$ cat src/rtl/fifo_serial_pkg.sv
// Shared types and helpers for the FIFO-drain serial transmitter.
// State encoding, parity modes and frame sizing.
package fifo_serial_pkg;

    typedef enum logic [2:0] {
        StIdle,
        StStart,
        StData,
        StPar,
        StStop
    } state_e;

    localparam int unsigned ParityNone = 0;
    localparam int unsigned ParityEven = 1;

    // Bits on the line per frame: start + data + optional parity + stop.
    function automatic int unsigned frame_bits(input int unsigned width,
                                               input int unsigned parity);
        return 32'd2 + width + ((parity == ParityEven) ? 32'd1 : 32'd0);
    endfunction

endpackage

$ cat src/rtl/fifo_serial_baud.sv
// Bit-time generator: counts 0..DIV-1 and flags the last cycle of each bit.
// restart_i forces the count back to zero so every state begins a full bit.
module fifo_serial_baud #(
    parameter int unsigned DIV = 16
) (
    input  logic clk_i,
    input  logic clr_i,
    input  logic restart_i,
    output logic bit_end_o
);
    localparam int unsigned CntW = (DIV > 1) ? $clog2(DIV) : 1;

    logic [CntW-1:0] cnt_q, cnt_d;

    assign bit_end_o = (cnt_q == CntW'(DIV - 1));

    always_comb begin
        cnt_d = cnt_q + 1'b1;
        if (restart_i || bit_end_o) begin
            cnt_d = '0;
        end
    end

    always_ff @(posedge clk_i or posedge clr_i) begin
        if (clr_i) begin
            cnt_q <= '0;
        end else begin
            cnt_q <= cnt_d;
        end
    end

endmodule

$ cat src/rtl/fifo_serial_tx.sv
// Pops words from a show-ahead FIFO and sends each as an async serial frame:
// start bit, LSB-first data, optional even parity, stop bit.
module fifo_serial_tx
    import fifo_serial_pkg::*;
#(
    parameter int unsigned WIDTH  = 8,
    parameter int unsigned DIV    = 16,
    parameter int unsigned PARITY = ParityNone
) (
    input  logic             clk_i,
    input  logic             clr_i,
    input  logic             enable_i,
    input  logic             fifo_empty_i,
    input  logic [WIDTH-1:0] fifo_data_i,
    output logic             fifo_read_o,
    output logic             txd_o,
    output logic             busy_o,
    output logic             frame_done_o
);
    localparam int unsigned CntW = $clog2(WIDTH + 1);

    state_e           state_q, state_d;
    logic [WIDTH-1:0] shift_q, shift_d;
    logic [CntW-1:0]  bit_cnt_q, bit_cnt_d;
    logic             par_q, par_d;
    logic             txd_q, txd_d;
    logic             bit_end;
    logic             restart;
    logic             stop_end;
    logic             pop;

    fifo_serial_baud #(
        .DIV(DIV)
    ) u_baud (
        .clk_i    (clk_i),
        .clr_i    (clr_i),
        .restart_i(restart),
        .bit_end_o(bit_end)
    );

    assign stop_end = (state_q == StStop) && bit_end;
    // Gated by clr_i so a held reset never strobes the FIFO.
    assign pop      = enable_i && !fifo_empty_i && !clr_i &&
                      ((state_q == StIdle) || stop_end);
    assign restart  = (state_d != state_q) || (state_q == StIdle);

    always_comb begin
        state_d   = state_q;
        shift_d   = shift_q;
        bit_cnt_d = bit_cnt_q;
        par_d     = par_q;
        if (pop) begin
            state_d   = StStart;
            shift_d   = fifo_data_i;
            par_d     = ^fifo_data_i;
            bit_cnt_d = '0;
        end else if (bit_end) begin
            case (state_q)
                StStart: state_d = StData;
                StData: begin
                    shift_d = shift_q >> 1;
                    if (bit_cnt_q == CntW'(WIDTH - 1)) begin
                        bit_cnt_d = '0;
                        state_d   = (PARITY == ParityEven) ? StPar : StStop;
                    end else begin
                        bit_cnt_d = bit_cnt_q + 1'b1;
                    end
                end
                StPar:   state_d = StStop;
                StStop:  state_d = StIdle;
                default: state_d = StIdle;
            endcase
        end
    end

    // txd is registered from the next state so the line lines up with state_q.
    always_comb begin
        txd_d = 1'b1;
        case (state_d)
            StStart: txd_d = 1'b0;
            StData:  txd_d = shift_d[0];
            StPar:   txd_d = par_d;
            default: txd_d = 1'b1;
        endcase
    end

    always_ff @(posedge clk_i or posedge clr_i) begin
        if (clr_i) begin
            state_q   <= StIdle;
            shift_q   <= '0;
            bit_cnt_q <= '0;
            par_q     <= 1'b0;
            txd_q     <= 1'b1;
        end else begin
            state_q   <= state_d;
            shift_q   <= shift_d;
            bit_cnt_q <= bit_cnt_d;
            par_q     <= par_d;
            txd_q     <= txd_d;
        end
    end

    assign fifo_read_o  = pop;
    assign txd_o        = txd_q;
    assign busy_o       = (state_q != StIdle);
    assign frame_done_o = stop_end;

endmodule

$ cat config.mk
export PLATFORM = sky130hd
export DESIGN_NAME = fifo_serial_tx
export DESIGN_NICKNAME = d
export VERILOG_FILES = /design/src/rtl/fifo_serial_pkg.sv /design/src/rtl/fifo_serial_baud.sv /design/src/rtl/fifo_serial_tx.sv
export SDC_FILE = /design/constraint.sdc
export NUM_CORES = 1
export LEC_CHECK = 0
export ABC_AREA = 1
export BUFFER_PORTS_ARGS = -buffer_cell sky130_fd_sc_hd__buf_2
export CORE_MARGIN = 2
export CORE_UTILIZATION = 60
export CTS_CLUSTER_SIZE = 20
export DETAILED_ROUTE_END_ITERATION = 8
export PLACE_DENSITY = 0.83
export SLEW_MARGIN = 15
export SYNTH_ARGS = -nofsm -noshare
export SYNTH_HDL_FRONTEND = slang
export SYNTH_SLANG_ARGS = --single-unit
$ cat constraint.sdc
create_clock -name clk_i -period 3.15 [get_ports clk_i]
set_input_delay 0.63 -clock clk_i [delete_from_list [all_inputs] [get_ports clk_i]]
set_output_delay 0.63 -clock clk_i [all_outputs]
set_load 0.02 [all_outputs]
==> results of run 1 <==
## synth_stat cells, types with 2 or more instances
cell type	n
a21oi_1	3
dfrtp_1	20
ha_1	2
inv_1	24
nand2_1	66
nand2_2	3
nand3_1	9
nor2_1	12
nor3_1	2
o211ai_1	4
o21ai_0	3
o221ai_1	2
## cell families (layout without fill, tap and decap cells)
kind of cell             count (synthesis)  in the layout  synth area share
AND/OR/NAND/NOR                         95             95            0.3365
buffers and inverters                   26             45           0.08805
flip-flops                              21             21            0.4413
AO/OA/AOI/OAI                           16             16           0.09015
adder cells (fa/ha/maj)                  2              2           0.02096
XOR/XNOR                                 2              2           0.01468
multiplexers                             1              1          0.008386
## power groups by stage
stage          sequential (mW)  combinational, mW  clock (mW)
2_1_floorplan            0.275             0.0235           0
3_5_place_dp             0.275             0.0393           0
5_1_grt                  0.270             0.0458       0.146
6_report                 0.270             0.0391       0.130
3_3_place_gp             0.275             0.0369           0
4_1_cts                  0.270             0.0395       0.131
## area by class of cell
cell class                 count  area [um2]  area share
clock buffer                   4       26.28     0.01983
inverter                      25       93.84     0.07082
multi-input combinational    116       561.8      0.4240
sequential                    21       526.8      0.3975
tap                           27       33.78     0.02550
timing repair buffer          16       82.58     0.06232
## worst reg2reg max path, stage by stage (launching register included)
cell and delay (ps):
dfrtp_1 390, ha_1 240, nand3_4 160, a21oi_2 170
nand2_2 170, nand2_1 210, inv_2 90, a22oi_1 140
inv_1 60
## final timing paths
path / startpoint / endpoint / slack [ps] / cells after the start
hold reg to reg: u_baud.cnt_q[0]$_DFF_PP0_ / u_baud.cnt_q[0]$_DFF_PP0_ / 470 / 1
max in group asynchronous: clr_i / txd_o$_DFF_PP1_ / 2490 / 3
hold / removal: clr_i / shift_q[3]$_DFFE_PP0P_ / 390 / 3
setup reg to reg: u_baud.cnt_q[0]$_DFF_PP0_ / bit_cnt_q[1]$_DFFE_PP0P_ / 1440 / 8
setup / recovery: u_baud.cnt_q[0]$_DFF_PP0_ / fifo_read_o / 750 / 6
min in group clk_i: u_baud.cnt_q[0]$_DFF_PP0_ / u_baud.cnt_q[0]$_DFF_PP0_ / 470 / 1
## registers in the layout, summed over array words and instances, names as in the netlist
register      flops
bit_cnt_q         4
state_q           3
shift_q           8
u_baud.cnt_q      4
txd_o             1
par_q             1
## per-layer routing
metal | up-vias | part of all wire
met5 | - | 0
met4 | 0 | 0.020
met3 | 7 | 0.038
met2 | 32 | 0.49
met1 | 512 | 0.45
li1 | 548 | -
## cell usage in the layout, fill, tap and decap left out
cell type,count
mux2i_1,1
clkbuf_4,3
clkbuf_1,1
o22ai_1,1
dfrtp_1,20
nor3_1,2
xor2_1,1
nand2_1,66
o211ai_1,4
nor2_4,1
inv_1,24
xnor2_1,1
a22oi_1,1
inv_2,1
nand2_2,3
buf_2,15
nand4_1,1
o221ai_1,2
buf_4,1
a21oi_2,1
a211oi_1,1
nand3_1,9
o21ai_0,3
nor2_1,12
nand3_4,1
dfstp_2,1
a21oi_1,3
ha_1,2
## per-stage QoR
step | utilization | hold slack (ps) | setup WS, ps | total power [mW] | cells
floorplan | - | 433.1 | 931.8 | 0.2982 | 163
global placement | 0.6758 | 447.9 | 1056 | 0.3116 | 205
detailed placement | 0.6758 | 459.5 | 1016 | 0.3140 | 205
CTS | 0.6895 | 403.1 | 735.9 | 0.4396 | 209
global route | 0.6895 | 407.9 | 570.7 | 0.4611 | 209
finish | 0.6895 | 385.5 | 745.3 | 0.4389 | 209
==> results.toml, run 1 <==
[drt]
wire_per_inst_um = 11.35
drc_errors = 0
vias_per_cell = 5.258
drtIter0Drc = 26
routed_wl_mm = 2.372
drt_pass1_iterations = 4
vias = 1099
drtAntennaViolNets = 0

[setup_path]
critPathMaxStageDelay_ps = 390
crit_type = "reg -> out"
cp_num_buf_inv = 2
crit_slowest_cell = "dfrtp_1"
critPathLaunchType = "flop"
cp_top_family = "flip-flops"
path_max_fanout = 13
crit_path_cell_trace = "ha_1, nand3_4, a21oi_2, nand2_2, inv_1, buf_2"
cp.arrival_ps = 1770
endpoint_kind = "output port"
worstPathRequired_ps = 2520

[placement]
hpwl_mm = 1.839
routabilityCongestion = 0.8061
placed_area_mm2 = 0.001299
port_buffers = 15

[timing]
max-slew-margin-rel = 0.7854
worstMarginPinSlew_ps = 312.9
max_freq_mhz = 415.9
min_period_ps = 2405
final_max_slew_viol_count = 0
skew_ps = 3.749
timing.final.hold_violations = 0
finalCritPeriodShare = 0.7634
finalSetupTns_ps = 0
finalSetupViolCount = 0
rsz0062_at_grt = "no"

[power_and_ir_drop]
power_frac_seq = 0.614
switching_share = 0.2419
vdd_drop_max_mv = 0.2424
pwr-share-comb = 0.089
p_int_uw = 332.7
powerDensity_mw_per_mm2 = 331.2
p_leak_nw = 0.7793
p_switching_uw = 106.1
pwr-share-clk = 0.297

[global_routing]
first_global_vias = 1024
grt_overflow_total = 0
antenna_found_initial = 0
met1_usage = 0.2632
grt_pass1_wl_mm = 4.119
grtUsageMet2 = 0.3858
grt_usage = 0.2195
grt_start_max_net_pins = 22
top_usage_layer = "met2"
use_met3 = 0.03704

[clock_network]
clk_path_buf_depth = 2
clk_pin_slew_ps = 110
clock_sinks = 21
cts_buffers = 3
cts-resized-gates = 0
htree_num_levels = 1
clk_latency_ps = 310
cts_root_buffer = "clkbuf_4"
cts-hold-fix-buffers = 0
postCtsSetupBuffers = 0
cts_tree = "done"

[synth]
synth_area_mm2 = 0.001194
syn-num-nets = 177
synth-warning-count = 0
netlist_top_cells_area = "dfrtp_1 (42%), nand2_1 (21%), inv_1 (7.5%), nand3_1 (3.8%), nor2_1 (3.8%)"
synth_largest_area_cell = "dfrtp_1"
synth_cell_types = 25
async_flop_share = 1.000
synth_edf_count = 0
ys_seq_area_frac = 0.4413
ys_ff_latch = 21
netlist_instances = 163
synth_ff_type = "dfrtp_1"
synth_top_area_share = 0.4193
avgSynthCellArea_um2 = 7.323

[die]
initial_core_util = 0.6211
dieArea_mm2 = 0.002362
coreArea_mm2 = 0.001922
die_w_um = 48.60
rows = 16
chipHeight_um = 48.60
ioPinCount = 16

[finish]
antenna_cells = 0
areaGrowthSynthToFinish_pct = 11.01
nets = 197
final_area_mm2 = 0.001325
fill_cells = 180
drive_gt1_frac = 0.1484

[worst_hold_path]
hp-class = "in -> async"

[job]
cap_violations = 0

[outcome]
status = "completed"
(Power assumes the default switching activity.)
==> run 2: changes to the inputs <==
--- a/config.mk
+++ b/config.mk
@@ -8,10 +8,10 @@
 export ABC_AREA = 1
 export BUFFER_PORTS_ARGS = -buffer_cell sky130_fd_sc_hd__buf_2
 export CORE_MARGIN = 2
-export CORE_UTILIZATION = 60
+export CORE_UTILIZATION = 50
 export CTS_CLUSTER_SIZE = 20
 export DETAILED_ROUTE_END_ITERATION = 8
-export PLACE_DENSITY = 0.83
+export PLACE_DENSITY = 0.74
 export SLEW_MARGIN = 15
 export SYNTH_ARGS = -nofsm -noshare
 export SYNTH_HDL_FRONTEND = slang
==> constraint.sdc (replaced) <==
create_clock -name clk_i -period 2 [get_ports clk_i]
set_input_delay 0.4 -clock clk_i [delete_from_list [all_inputs] [get_ports clk_i]]
set_output_delay 0.4 -clock clk_i [all_outputs]
set_load 0.02 [all_outputs]
==> run 2 against run 1 <==
Against the previous run:
- setup slack worse by 630 ps
- non-clock buffer count is 2 higher
- clock skew barely moved
==> results.toml, run 2 (same netlist as run 1, synthesis figures left out) <==
[finish]
reg_top3 = "shift_q x8, bit_cnt_q x4, u_baud.cnt_q x4"
stdcell_count = 212
largest_reg_flops = 8
most-common-layout-cells = "nand2_1 (66), inv_1 (23), dfrtp_1 (20), buf_2 (14), nor2_1 (12)"
nets = 199
fill_cells = 207
mostFrequentLayoutCell = "nand2_1"
multiInputGateArea_um2 = 564.3
regArea_um2 = 526.8
antenna_cells = 0
final_util = 0.6034
regMostFlops = "shift_q"
drive_gt1_frac = 0.1739
areaGrowthSynthToFinish_pct = 12.89

[global_routing]
first_global_vias = 993
antenna_found_initial = 0
grt_pass1_wl_mm = 4.071
grt_usage = 0.2004
grt_overflow_total = 0
grt_start_max_net_pins = 22

[power_and_ir_drop]
powerDensity_mw_per_mm2 = 509.6
p_leak_nw = 0.7865
vdd_drop_max_mv = 0.3151

[drt]
vias = 1091
routed_wl_mm = 2.411
vias_per_cell = 5.146
drtIter0Drc = 24
drc_errors = 0
drtAntennaViolNets = 0
wire_per_inst_um = 11.37
drt_pass1_iterations = 4

[clock_network]
clk_path_buf_depth = 2
cts_root_buffer = "clkbuf_4"
cts_tree = "done"
htree_num_levels = 1
cts_buffers = 3
clock_sinks = 21
clk_pin_slew_ps = 120
clk_latency_ps = 300
cts-hold-fix-buffers = 0

[die]
die_w_um = 52.86
initial_core_util = 0.5345
dieArea_mm2 = 0.002794
coreArea_mm2 = 0.002233
ioPinCount = 16
chipHeight_um = 52.86
rows = 17

[placement]
port_buffers = 15
hpwl_mm = 1.905
routabilityCongestion = 0.8282
dp.cells = 207

[setup_path]
reg2reg_to = "bit_cnt_q[1]$_DFFE_PP0P_"
cp.arrival_ps = 1490
worstPathRequired_ps = 1600
crit_path_cell_trace = "ha_2, nand3_4, a21oi_2, nand2_2, inv_2, buf_4"
critPathMaxStageDelay_ps = 380
crit_slowest_cell = "dfrtp_1"
crit_type = "reg -> out"
reg2reg_setup_slack_ps = 310
critPathLaunch = "u_baud.cnt_q[0]$_DFF_PP0_"
worstRegToRegCells = 9
critPathLaunchType = "flop"
rr_startpoint = "u_baud.cnt_q[0]$_DFF_PP0_"
crit_path_end = "fifo_read_o"
endpoint_kind = "output port"
path_max_fanout = 8

[timing]
worstMarginPinSlew_ps = 337.9
finalCritPeriodShare = 0.9432
max-slew-margin-rel = 0.7683
skew_ps = 3.285
final_max_slew_viol_count = 0
finalSetupTns_ps = 0
hold_slack_ps = 178.6
rsz0062_at_grt = "no"
finalSetupViolCount = 0
timing.final.hold_violations = 0
min_period_ps = 1886
max_freq_mhz = 530.1

[outcome]
status = "completed"

[job]
cap_violations = 0

[worst_hold_path]
hp-class = "in -> async"
run 2: critical path, delay by kind of cell, from the launching register on:
family	cells	cell delay, ps
adders and majority gates	1	220
and+or+nand+nor	2	210
AOI/OAI and AO/OA	1	160
buffers and inverters	2	220
DFF	1	380
run 2: worst min path at each step:
stage	startpoint	to
after detailed placement	u_baud.cnt_q[0]$_DFF_PP0_	u_baud.cnt_q[0]$_DFF_PP0_
after global routing	clr_i	bit_cnt_q[3]$_DFFE_PP0P_
after floorplan	clr_i	bit_cnt_q[0]$_DFFE_PP0P_
after CTS	clr_i	state_q[2]$_DFF_PP0_
final	clr_i	bit_cnt_q[3]$_DFFE_PP0P_
after global placement	u_baud.cnt_q[0]$_DFF_PP0_	u_baud.cnt_q[0]$_DFF_PP0_
run 2: timing repair:
| action | in CTS | in global routing |
|---|---|---|
| endpoints found under the setup margin | 1 | 1 |
| resized for setup | 1 | 2 |
| buffers inserted | 0 | 1 |
| endpoints found under the hold margin | 0 | 0 |
run 2: metrics by stage:
stage                     instance area (um2)  power, mW  worst slack, ps
final                                    1348     0.6868            113.7
after global routing                     1348     0.7256            16.07
after CTS                                1338     0.6995            11.85
after detailed placement                 1308     0.4953            318.2
after global placement                   1308     0.4921            381.7
after floorplan                          1194     0.4696            241.8
run 2: cell type report:
cell class | instances | share of cell area
Timing Repair Buffer | 18 | 0.07428
Tap cell | 28 | 0.02600
Clock buffer | 3 | 0.01671
Inverter | 25 | 0.06964
Clock inverter | 1 | 0.003714
Multi-Input combinational cell | 116 | 0.4188
Sequential cell | 21 | 0.3909
run 2: metal layers:
metal / up-vias / GRT usage / routed length [um]
li1: 558 / - / -
met1: 505 / 0.2460 / 1039
met2: 26 / 0.3542 / 1238
met3: 2 / 0.03107 / 119
met4: 0 / 0.06838 / 13
met5: - / 0 / 0
run 2: report_power, final:
part           internal, mW  total, mW  switching, mW
combinational        0.0216     0.0616         0.0399
clock                0.0744      0.201          0.126
sequential            0.425      0.425              0
